## src/rtl/ifetcher_pkg.sv

```systemverilog
// Shared definitions for the ifetcher fetch sequencer: state encoding and defaults.
package ifetcher_pkg;

    localparam int XLEN_DEF = 32;
    localparam int ILEN_DEF = 32;
    localparam int PC_STEP  = 4;

    typedef enum logic [2:0] {
        ST_IDLE  = 3'd0,
        ST_ISSUE = 3'd1,
        ST_WAIT  = 3'd2,
        ST_DROP  = 3'd3,
        ST_FATAL = 3'd4
    } fetch_state_e;

endpackage

```

## src/rtl/ifetcher_seq_timer.sv

```systemverilog
// Request-age counter: cleared while idle, counts each cycle a request is alive,
// and saturates at TIMEOUT-1 so it can never wrap.
module ifetcher_seq_timer #(
    parameter int TIMEOUT = 64,
    localparam int CW = $clog2(TIMEOUT)
) (
    input  logic iClk,
    input  logic iResetn,
    input  logic clr_i,
    input  logic en_i,
    output logic tc_o
);

    localparam logic [CW-1:0] TC_VAL = CW'(TIMEOUT - 1);

    logic [CW-1:0] cnt_q, cnt_d;

    always_ff @(posedge iClk or negedge iResetn) begin
        if (!iResetn) begin
            cnt_q <= '0;
        end else begin
            cnt_q <= cnt_d;
        end
    end

    always_comb begin
        cnt_d = cnt_q;
        if (clr_i) begin
            cnt_d = '0;
        end else if (en_i && !tc_o) begin
            cnt_d = cnt_q + CW'(1);
        end
    end

    assign tc_o = (cnt_q == TC_VAL);

endmodule

```

## src/rtl/ifetcher_fetch_seq.sv

```systemverilog
// Fetch sequencer: owns the fetch PC, issues one cache request at a time, writes
// {pc,instr} into the receive FIFO and flushes it on redirects.
module ifetcher_fetch_seq
    import ifetcher_pkg::*;
#(
    parameter int              XLEN     = XLEN_DEF,
    parameter int              ILEN     = ILEN_DEF,
    parameter logic [XLEN-1:0] RESET_PC = '0,
    parameter int              TIMEOUT  = 64
) (
    input  logic                 iClk,
    input  logic                 iResetn,
    input  logic                 iJumpVld,
    input  logic [XLEN-1:0]      iJumpPC,
    input  logic                 fromCache_resp,
    input  logic [ILEN-1:0]      fromCache_instr,
    output logic                 toCache_req,
    output logic [XLEN-1:0]      toCache_pc,
    input  logic                 iRcvFifoFull,
    output logic                 oRcvFifoWE,
    output logic [XLEN+ILEN-1:0] oRcvFifoWD,
    output logic                 oClear,
    output logic                 oTimeoutFatal,
    output logic [2:0]           oState
);

    fetch_state_e          state_q, state_d;
    logic [XLEN-1:0]       pc_q, pc_d;
    logic                  we_q, we_d;
    logic [XLEN+ILEN-1:0]  wd_q, wd_d;
    logic                  clr_q, clr_d;
    logic                  tmr_clr, tmr_en, tmr_tc;

    // The timer starts counting in the request cycle, so TIMEOUT is measured from req.
    ifetcher_seq_timer #(.TIMEOUT(TIMEOUT)) u_timer (
        .iClk    (iClk),
        .iResetn (iResetn),
        .clr_i   (tmr_clr),
        .en_i    (tmr_en),
        .tc_o    (tmr_tc)
    );

    always_ff @(posedge iClk or negedge iResetn) begin
        if (!iResetn) begin
            state_q <= ST_IDLE;
            pc_q    <= RESET_PC;
            we_q    <= 1'b0;
            wd_q    <= '0;
            clr_q   <= 1'b0;
        end else begin
            state_q <= state_d;
            pc_q    <= pc_d;
            we_q    <= we_d;
            wd_q    <= wd_d;
            clr_q   <= clr_d;
        end
    end

    always_comb begin
        state_d = state_q;
        pc_d    = pc_q;
        we_d    = 1'b0;
        wd_d    = wd_q;
        clr_d   = 1'b0;
        tmr_clr = (state_q == ST_IDLE);
        tmr_en  = (state_q == ST_ISSUE) || (state_q == ST_WAIT) || (state_q == ST_DROP);
        case (state_q)
            ST_IDLE: begin
                if (iJumpVld) begin
                    pc_d  = iJumpPC;
                    clr_d = 1'b1;
                end else if (!iRcvFifoFull) begin
                    state_d = ST_ISSUE;
                end
            end
            ST_ISSUE: begin
                if (iJumpVld) begin
                    pc_d    = iJumpPC;
                    clr_d   = 1'b1;
                    state_d = ST_DROP;
                end else begin
                    state_d = ST_WAIT;
                end
            end
            ST_WAIT: begin
                if (tmr_tc && !fromCache_resp) begin
                    state_d = ST_FATAL;
                end else if (iJumpVld) begin
                    // A redirect always beats a same-cycle response: the instruction is dropped.
                    pc_d    = iJumpPC;
                    clr_d   = 1'b1;
                    state_d = fromCache_resp ? ST_IDLE : ST_DROP;
                end else if (fromCache_resp) begin
                    we_d    = 1'b1;
                    wd_d    = {pc_q, fromCache_instr};
                    pc_d    = pc_q + XLEN'(PC_STEP);
                    state_d = ST_IDLE;
                end
            end
            ST_DROP: begin
                if (tmr_tc && !fromCache_resp) begin
                    state_d = ST_FATAL;
                end else begin
                    if (iJumpVld) begin
                        pc_d  = iJumpPC;
                        clr_d = 1'b1;
                    end
                    if (fromCache_resp) begin
                        state_d = ST_IDLE;
                    end
                end
            end
            ST_FATAL: begin
                state_d = ST_FATAL;
            end
            default: begin
                state_d = ST_IDLE;
            end
        endcase
    end

    assign toCache_req   = (state_q == ST_ISSUE);
    assign toCache_pc    = pc_q;
    assign oRcvFifoWE    = we_q;
    assign oRcvFifoWD    = wd_q;
    assign oClear        = clr_q;
    assign oTimeoutFatal = (state_q == ST_FATAL);
    assign oState        = state_q;

endmodule

```

## config.mk

```make
export PLATFORM = sky130hd
export DESIGN_NAME = ifetcher_fetch_seq
export DESIGN_NICKNAME = d
export VERILOG_FILES = /design/src/rtl/ifetcher_pkg.sv /design/src/rtl/ifetcher_seq_timer.sv /design/src/rtl/ifetcher_fetch_seq.sv
export SDC_FILE = /design/constraint.sdc
export NUM_CORES = 1
export LEC_CHECK = 0
export CORE_UTILIZATION = 46
export DETAILED_ROUTE_END_ITERATION = 8
export PLACE_DENSITY = 0.93
export SLEW_MARGIN = 20
export SYNTH_ARGS = -nofsm -noshare
export SYNTH_HDL_FRONTEND = slang
export SYNTH_SLANG_ARGS = --single-unit
```

## constraint.sdc

```tcl
create_clock -name iClk -period 2.6 [get_ports iClk]
set_input_delay 0.26 -clock iClk [delete_from_list [all_inputs] [get_ports iClk]]
set_output_delay 0.26 -clock iClk [all_outputs]
set_load 0.02 [all_outputs]
```

---- Word-level counts from Yosys, hierarchy flattened ----
Index checks and enable logic that the tools add are counted.
cells by class
  add/sub/neg operators ................... 2
  $mul .................................... 0
  div/mod/pow operators ................... 0
  order comparisons ....................... 0
  equal/unequal tests ..................... 10
  shift-type cells ........................ 0
  muxes and demuxes ....................... 24
  bitwise operators ....................... 2
  reductions and logical operators ........ 14
operators with widths
  operator               count
  $mux 32                5
  $pmux 32 s3            1
  $add 32x3->32 const B  1
  $mux 3                 6
  $pmux 3 s5             1
  $mux 6                 2
  $ne 2x2->1 const B     4
  $reduce_and 4->1       2
  $mux 1                 7
  $add 6x1->6 const B    1
  $eq 3x2->1 const B     2
  $eq 6x6->1 const B     1
  $reduce_or 2->1        2
  $eq 3x1->1 const B     1
  $eq 3x3->1 const B     1
  $logic_not 3->1        1
  $ne 3x3->1 const B     1
  $reduce_bool 3->1      1
  $logic_and 1x1->1      2
  $logic_not 1->1        2
  $logic_or 1x1->1       2
  $mux 2                 1
  $not 1->1              2
  $pmux 1 s2             1
  2 further kinds        2
word-level totals
  register bits after elaboration ......... 107
  latch bits .............................. 0
  RAM bits ................................ 0
  bits in read-only memories .............. 0
  bits of input ports ..................... 69
  output and inout bits ................... 103
  logic and storage cells ................. 58
  memories ................................ 0

---- Depth between registers and ports, before layout ----
Gate-level depths: netlist of run 1.
  depth in word-level cells ............... 6
  mapped depth ............................ 8

---- By module ----
From an unflattened synthesis of run 1, not the netlist that was laid out.
unflattened totals
  cell total of the unflattened synthesis .. 443
  area, all modules ....................... 4969.8 um2
by module, submodules not included
  module              times used  cells an instance  area each (um2)
  ifetcher_fetch_seq  1           404                4589.4
  ifetcher_seq_timer  1           39                 380.4

---- Worst setup path after synthesis of run 1 ----
OpenSTA, ideal clock, no wires.
  path type ............................... flip-flop to flip-flop
  from .................................... register pc_q[2] (netlist: toCache_pc[2])
  to ...................................... register pc_q[28] (netlist: toCache_pc[28])
  setup time .............................. 0.077 ns
  arrival ................................. 1.844 ns
  data required time ...................... 2.523 ns
  setup slack ............................. 0.678 ns
  cell stages (with the launch flop) ...... 8
  period minus slack after synthesis ...... 1.922 ns
  cell sequence ........................... dfrtp_1 > ha_1 > and4_1 > clkbuf_1 > nand3_1 > o41ai_2 > a21oi_1 > a21oi_1
on the way
  word-level cells in the longest chain between the ends .. 5
RTL lines
  what                    RTL line                  source
  from (decl)             ifetcher_fetch_seq.sv:28  logic [XLEN-1:0] pc_q, pc_d;
  from (signal assigned)  ifetcher_fetch_seq.sv:52  pc_q <= pc_d;
  $add 32x3->32           ifetcher_fetch_seq.sv:96  pc_d = pc_q + XLEN'(PC_STEP);
  $mux 32                 ifetcher_fetch_seq.sv:93  end else if (fromCache_resp) begin
  $mux 32                 ifetcher_fetch_seq.sv:88  end else if (iJumpVld) begin
  $mux 32                 ifetcher_fetch_seq.sv:86  if (tmr_tc && !fromCache_resp) begin
  $pmux 32 s3             ifetcher_fetch_seq.sv:67  case (state_q)
No other way between the ends. The select of a mux whose other input is x is not followed.
A chain may end at the register's enable or synchronous reset.

---- Worst setup path after layout of run 1 ----
  from .................................... register state_q[1] (netlist: oState[1])
  to ...................................... output oTimeoutFatal
on the way
  word-level cells in the longest chain between the ends .. 1
RTL lines
  what                    RTL line                   source
  from (decl)             ifetcher_fetch_seq.sv:27   fetch_state_e state_q, state_d;
  from (signal assigned)  ifetcher_fetch_seq.sv:51   state_q <= state_d;
  $eq 3x3->1              ifetcher_fetch_seq.sv:127  assign oTimeoutFatal = (state_q == ST_FATAL);
  to (decl)               ifetcher_fetch_seq.sv:23   output logic oTimeoutFatal,
No other way between the ends.

==> results of run 1 <==
==> flip-flops by register name (all words and copies together), names as in the netlist <==
signal / flops
oRcvFifoWD: 64
u_timer.cnt_q: 6
oRcvFifoWE: 1
toCache_pc: 32
oClear: 1
oState: 3
==> cell families (layout without fill, tap and decap cells) <==
group	after synthesis	count (layout)	share of synthesized area (%)
simple gates	117	117	12.6
compound gates	112	112	14.0
flops	107	107	54.1
mux	67	67	15.2
buf+inv	35	207	3.21
fa+ha+maj	2	2	0.506
xor+xnor	2	2	0.354
==> placed cells by master (no fill, tap or decap), types with 3 or more instances in the layout <==
cell type          n
nor4_1             4
clkbuf_8          10
nand3_1           21
buf_4             10
buf_12             3
nor2_1            21
o21ai_0           26
o22ai_1           11
o22a_1             3
a2bb2oi_1         12
nand2b_1           5
dfrtp_1          107
a21oi_1           44
nand2_1           28
mux2_2            65
inv_1              8
clkdlybuf4s50_1  170
and4_1             3
nor3_1             8
or2_2              3
nand4_1           13
a31oi_1            3
==> cell usage after synthesis, types with 2 or more instances <==
master	number	area, sq um
buf_2	10	50.1
buf_6	2	22.5
nand3_1	21	105
inv_1	8	30.0
or2_2	3	18.8
mux2_2	65	732
a21oi_1	44	220
nor4_1	4	25.0
clkbuf_1	12	45.0
a2bb2oi_1	12	105
nor2_1	21	78.8
nand2_1	29	109
buf_1	3	11.3
o22ai_1	11	68.8
and4_1	3	26.3
xnor2_1	2	17.5
a31oi_1	3	18.8
and3_1	2	12.5
nand4_1	13	81.3
a31o_2	2	17.5
dfrtp_1	107	2680
o22a_1	3	26.3
ha_1	2	25.0
nor3_1	8	40.0
o21ai_0	26	130
nand2b_1	5	31.3
mux2i_1	2	20.0
==> through the flow <==
stage          hold slack, ns  area (sq um)  power (mW)
3_3_place_gp            0.270          6840        6.86
4_1_cts                 0.436          7040        8.07
2_1_floorplan         -0.0356          4950        5.05
6_report                0.426          7040        8.02
5_1_grt                 0.482          7040        8.44
3_5_place_dp            0.287          6840        7.04
==> area by class of cell <==
cell class                 count  share of cell area [%]
clock buffer                  11                    2.01
clock inverter                 4                   0.728
inverter                       8                   0.426
multi-input combinational    300                    30.2
sequential                   107                    38.0
tap                          136                    2.42
timing repair buffer         184                    26.2
==> final timing paths <==
| kind | start | endpoint | cells after the start |
|---|---|---|---|
| setup / recovery | oState[1]$_DFFE_PN0P_ | oTimeoutFatal | 3 |
| hold / removal | iResetn | oRcvFifoWD[6]$_DFFE_PN0P_ | 2 |
| setup reg to reg | oState[1]$_DFFE_PN0P_ | toCache_pc[16]$_DFFE_PN0P_ | 6 |
| hold reg to reg | oRcvFifoWD[53]$_DFFE_PN0P_ | oRcvFifoWD[53]$_DFFE_PN0P_ | 2 |
| max in group asynchronous | iResetn | oRcvFifoWD[56]$_DFFE_PN0P_ | 3 |
| min in group iClk | iJumpPC[3] | toCache_pc[3]$_DFFE_PN0P_ | 3 |
==> power breakdown <==
part | switching (mW) | leakage, nW | internal (mW) | total [mW]
logic | 1.96 | 1.47 | 2.06 | 4.02
clock network | 0.551 | 0.0954 | 0.467 | 1.02
registers | 0.602 | 1.27 | 2.37 | 2.97
total | 3.11 | 2.84 | 4.90 | 8.02
==> worst register-to-register path, delay by kind of cell (launching register included) <==
kind            cells  cell delay [ns]
compound gates      3             0.40
buf+inv             2             0.72
flops               1             0.59
simple gates        1             0.31
==> repair_timing <==
action                                  in CTS  in global routing
hold buffers                                 1                  0
hold endpoints to repair                    41                  0
endpoints found under the setup margin       0                  0
==> routing by layer <==
layer,global-route usage (%),wire length [um],up-vias
met2,40.4,6420,210
met1,28.1,5150,2103
met4,10.3,347,0
li1,-,-,1964
met3,6.86,1120,26
met5,0,0,-
==> flow_summary.ini, run 1 <==
[status]
outcome = completed

[sta]
period_needed_ns = 2.33
slew_headroom_pct = 58.2
final.period_utilization_pct = 89.5
worst_pin_slew_ns = 0.623
setup_ws_ns = 0.274
slew_viol_final = 0
clock.fmax_mhz = 430
skew_ns = 0.0145
final_hold_viol_count = 0
setup_viol = 0
rsz0062_at_grt = no
fin_tns_setup_ns = 0

[route]
drc = 0
first_pass_iters = 7
drt_iter0_drc = 252
ant_nets = 0
viasPerCell = 5.74
vias = 4303
routed_wl_um = 13000
wl_per_cell_um = 17.4

[final_layout]
nets = 681
n_antenna_cell = 0
final_util_pct = 67.9
final_layout_size_suffix_gt1_share_pct = 16.9
fin_cells = 750
multi_input_area_sq_um = 2130
syn_to_final_growth_pct = 42.3
layout.area.seq_sq_um = 2680
fillerInstances = 785

[setup_path]
cpMaxStageDelayCell = clkdlybuf4s50_1
crit_buf_inv = 1
path_delay_family = buffers and inverters
end_kind = output pin
cp_slowest_stage_delay_ns = 0.64
cp.required_ns = 2.34
arrival_ns = 2.07
crit_chain = or2_2 -> nor2_1 -> clkdlybuf4s50_1
r2r_slack_ns = 0.46
worst-setup-path-type = reg2out
startpoint_type = flop
worstPathMaxFanout = 12

[placed_design]
io_buffers = 171
hpwl_um = 9560
place_congestion = 0.900
placedCellCount = 734
place_ws_ns = 0.253

[floorplanning]
io_pins = 172
start_util_pct = 47.7
fp.dieH_um = 106
row_count = 37
core_sq_um = 10400
dieArea_sq_um = 11200
die_x_um = 106

[clock_network]
ctsResizeCount = 0
path_clk_slew_ns = 0.10
cts_tree = yes
cts_root_buffer = clkbuf_8
clk_path_buf_depth = 2
insertion_delay_ns = 0.37
post-cts-setup-buffers = 0
numClockSinks = 107
cts_made_buffers = 9
h-tree-depth = 3

[grt]
grt_max_degree = 67
grt.overflow.total = 0
grt_pass1_vias = 4300
grt_use_total_pct = 23.8
grt_pass1_wl_um = 21000
grt_antenna_before_repair = 0

[run]
cap_violations = 0

[power_and_ir_drop]
p_per_area_nw_per_um2 = 1140
ir_drop_v = 0.000699
p_leak_nw = 2.84

[logic_synthesis]
syn-cell-area_sq_um = 4950
synth_fp_nets = 513
synth_edf_count = 0
ys_async_sr_fraction_pct = 100
ys_seq_area_share_pct = 54.1
syn_area_per_cell_sq_um = 11.2
ys_seq_elements = 107
synthCells = 442
synth_ff_type = dfrtp_1
synthDistinctLibCells = 46
yosys_warnings = 0

[min_path]
hold_path.class = in2async
(Power assumes the default switching activity.)
==> run 2: changes to the inputs <==
--- a/config.mk
+++ b/config.mk
@@ -5,9 +5,10 @@
 export SDC_FILE = /design/constraint.sdc
 export NUM_CORES = 1
 export LEC_CHECK = 0
-export CORE_UTILIZATION = 46
+export CORE_MARGIN = 5
+export CORE_UTILIZATION = 41
 export DETAILED_ROUTE_END_ITERATION = 8
-export PLACE_DENSITY = 0.93
+export PLACE_DENSITY = 0.89
 export SLEW_MARGIN = 20
 export SYNTH_ARGS = -nofsm -noshare
 export SYNTH_HDL_FRONTEND = slang
==> constraint.sdc (replaced) <==
create_clock -name iClk -period 2.11 [get_ports iClk]
set_input_delay 0.211 -clock iClk [delete_from_list [all_inputs] [get_ports iClk]]
set_output_delay 0.211 -clock iClk [all_outputs]
set_load 0.02 [all_outputs]
==> flow_summary.ini, run 2 (synthesized netlist as in run 1, its figures left out) <==
[setup_path]
worst-setup-path-type = reg2reg
end_kind = flop
cp.required_ns = 2.31
r2r_slack_ns = 0.12
r2r_cells = 8
reg2reg_to = toCache_pc[8]$_DFFE_PN0P_
worstPathMaxFanout = 24
arrival_ns = 2.19
startpoint_type = flop
reg2reg_from = u_timer.cnt_q[0]$_DFFE_PN0P_

[final_layout]
fin_cells = 779
syn_to_final_growth_pct = 47.4
nets = 698
fillerInstances = 959
layout_common_cells = 168 x clkdlybuf4s50_1, 106 x dfrtp_1, 65 x mux2_2
final_layout_size_suffix_gt1_share_pct = 19.6
largest_reg_flops = 64
final_util_pct = 61.2
fin_area_sq_um = 7290
n_antenna_cell = 0
final_common_cell = clkdlybuf4s50_1

[floorplanning]
die_x_um = 120
io_pins = 172
core_sq_um = 11900
dieArea_sq_um = 14400
row_count = 40
fp.dieH_um = 120
start_util_pct = 41.5

[min_path]
hold_path.class = in2async

[clock_network]
post-cts-setup-buffers = 0
insertion_delay_ns = 0.34
path_clk_slew_ns = 0.07
cts_root_buffer = clkbuf_16
cts_tree = yes
numClockSinks = 107
cts_made_buffers = 9
clk_path_buf_depth = 2
h-tree-depth = 3

[route]
drt_iter0_drc = 261
viasPerCell = 5.61
drc = 0
first_pass_iters = 4
wl_per_cell_um = 18.4
vias = 4371
routed_wl_um = 14300
ant_nets = 0

[power_and_ir_drop]
p_leak_nw = 2.98
ir_drop_v = 0.000824
power_mw = 10.5
p_per_area_nw_per_um2 = 1440

[grt]
grt.overflow.total = 0
grt_antenna_before_repair = 0
grt_max_degree = 76
grt_use_total_pct = 20.1
grt_pass1_wl_um = 23300
grt_pass1_vias = 4578

[sta]
fin_tns_setup_ns = 0
skew_ns = 0.00857
clock.fmax_mhz = 502
final.period_utilization_pct = 94.4
worst_pin_slew_ns = 0.472
final_hold_viol_count = 0
period_needed_ns = 1.99
slew_viol_final = 0
setup_viol = 0
setup_ws_ns = 0.118
slew_headroom_pct = 68.2
rsz0062_at_grt = no
whs_ns = 0.353

[run]
cap_violations = 0

[placed_design]
placedCellCount = 762
hpwl_um = 10500
place_congestion = 0.886
placed_cell_area_sq_um = 6980
io_buffers = 171
place_ws_ns = 0.0395

[status]
outcome = completed
[run 2: timing repair]
item / CTS / global route
pin swaps: 0 / 0
endpoints found under the setup margin: 2 / 2
endpoints found under the hold margin: 32 / 0
hold buffers: 1 / 0
gates resized for setup: 3 / 2
[run 2: report_power, final]
group | internal, mW | switching (mW)
Combinational | 2.64 | 2.57
Sequential | 2.93 | 0.664
Clock | 0.955 | 0.741
Total | 6.53 | 3.98
[run 2: routing by layer]
metal	global-route usage, %	vias to the layer above	wire [um]
met3	6.60	20	1180
met2	34.1	186	7180
met4	6.66	0	317
met1	24.0	2161	5660
met5	0	-	0
li1	-	2004	-
[run 2: area by class of cell]
type | instances | area (sq um) | share of cell area (%)
clock inverters | 4 | 48.8 | 0.669
inverters | 8 | 30.0 | 0.412
repair buffers | 201 | 1970 | 27.0
flip-flops and latches | 107 | 2680 | 36.7
well taps | 147 | 184 | 2.52
multi-input cells | 300 | 2130 | 29.3
clock buffers | 12 | 246 | 3.38
[run 2: how the worst max path moves through the flow]
stage	from	end	slack [ns]
final	u_timer.cnt_q[0]$_DFFE_PN0P_	toCache_pc[8]$_DFFE_PN0P_	0.12
after global routing	u_timer.cnt_q[1]$_DFFE_PN0P_	toCache_pc[25]$_DFFE_PN0P_	0.008
after detailed placement	iJumpVld	toCache_pc[30]$_DFFE_PN0P_	0.04
after floorplan	toCache_pc[2]$_DFFE_PN0P_	toCache_pc[28]$_DFFE_PN0P_	0.19
after global placement	iJumpVld	toCache_pc[9]$_DFFE_PN0P_	0.09
after CTS	u_timer.cnt_q[0]$_DFFE_PN0P_	toCache_pc[8]$_DFFE_PN0P_	0.12
[run 2: critical path, stage by stage (launching register included)]
cell and delay [ns]:
dfrtp_1 0.40, ha_1 0.26, nand3_1 0.10, nor2_1 0.04, buf_4 0.17, a311o_1 0.36, buf_4 0.22, o21ai_0 0.18
o21ai_0 0.12
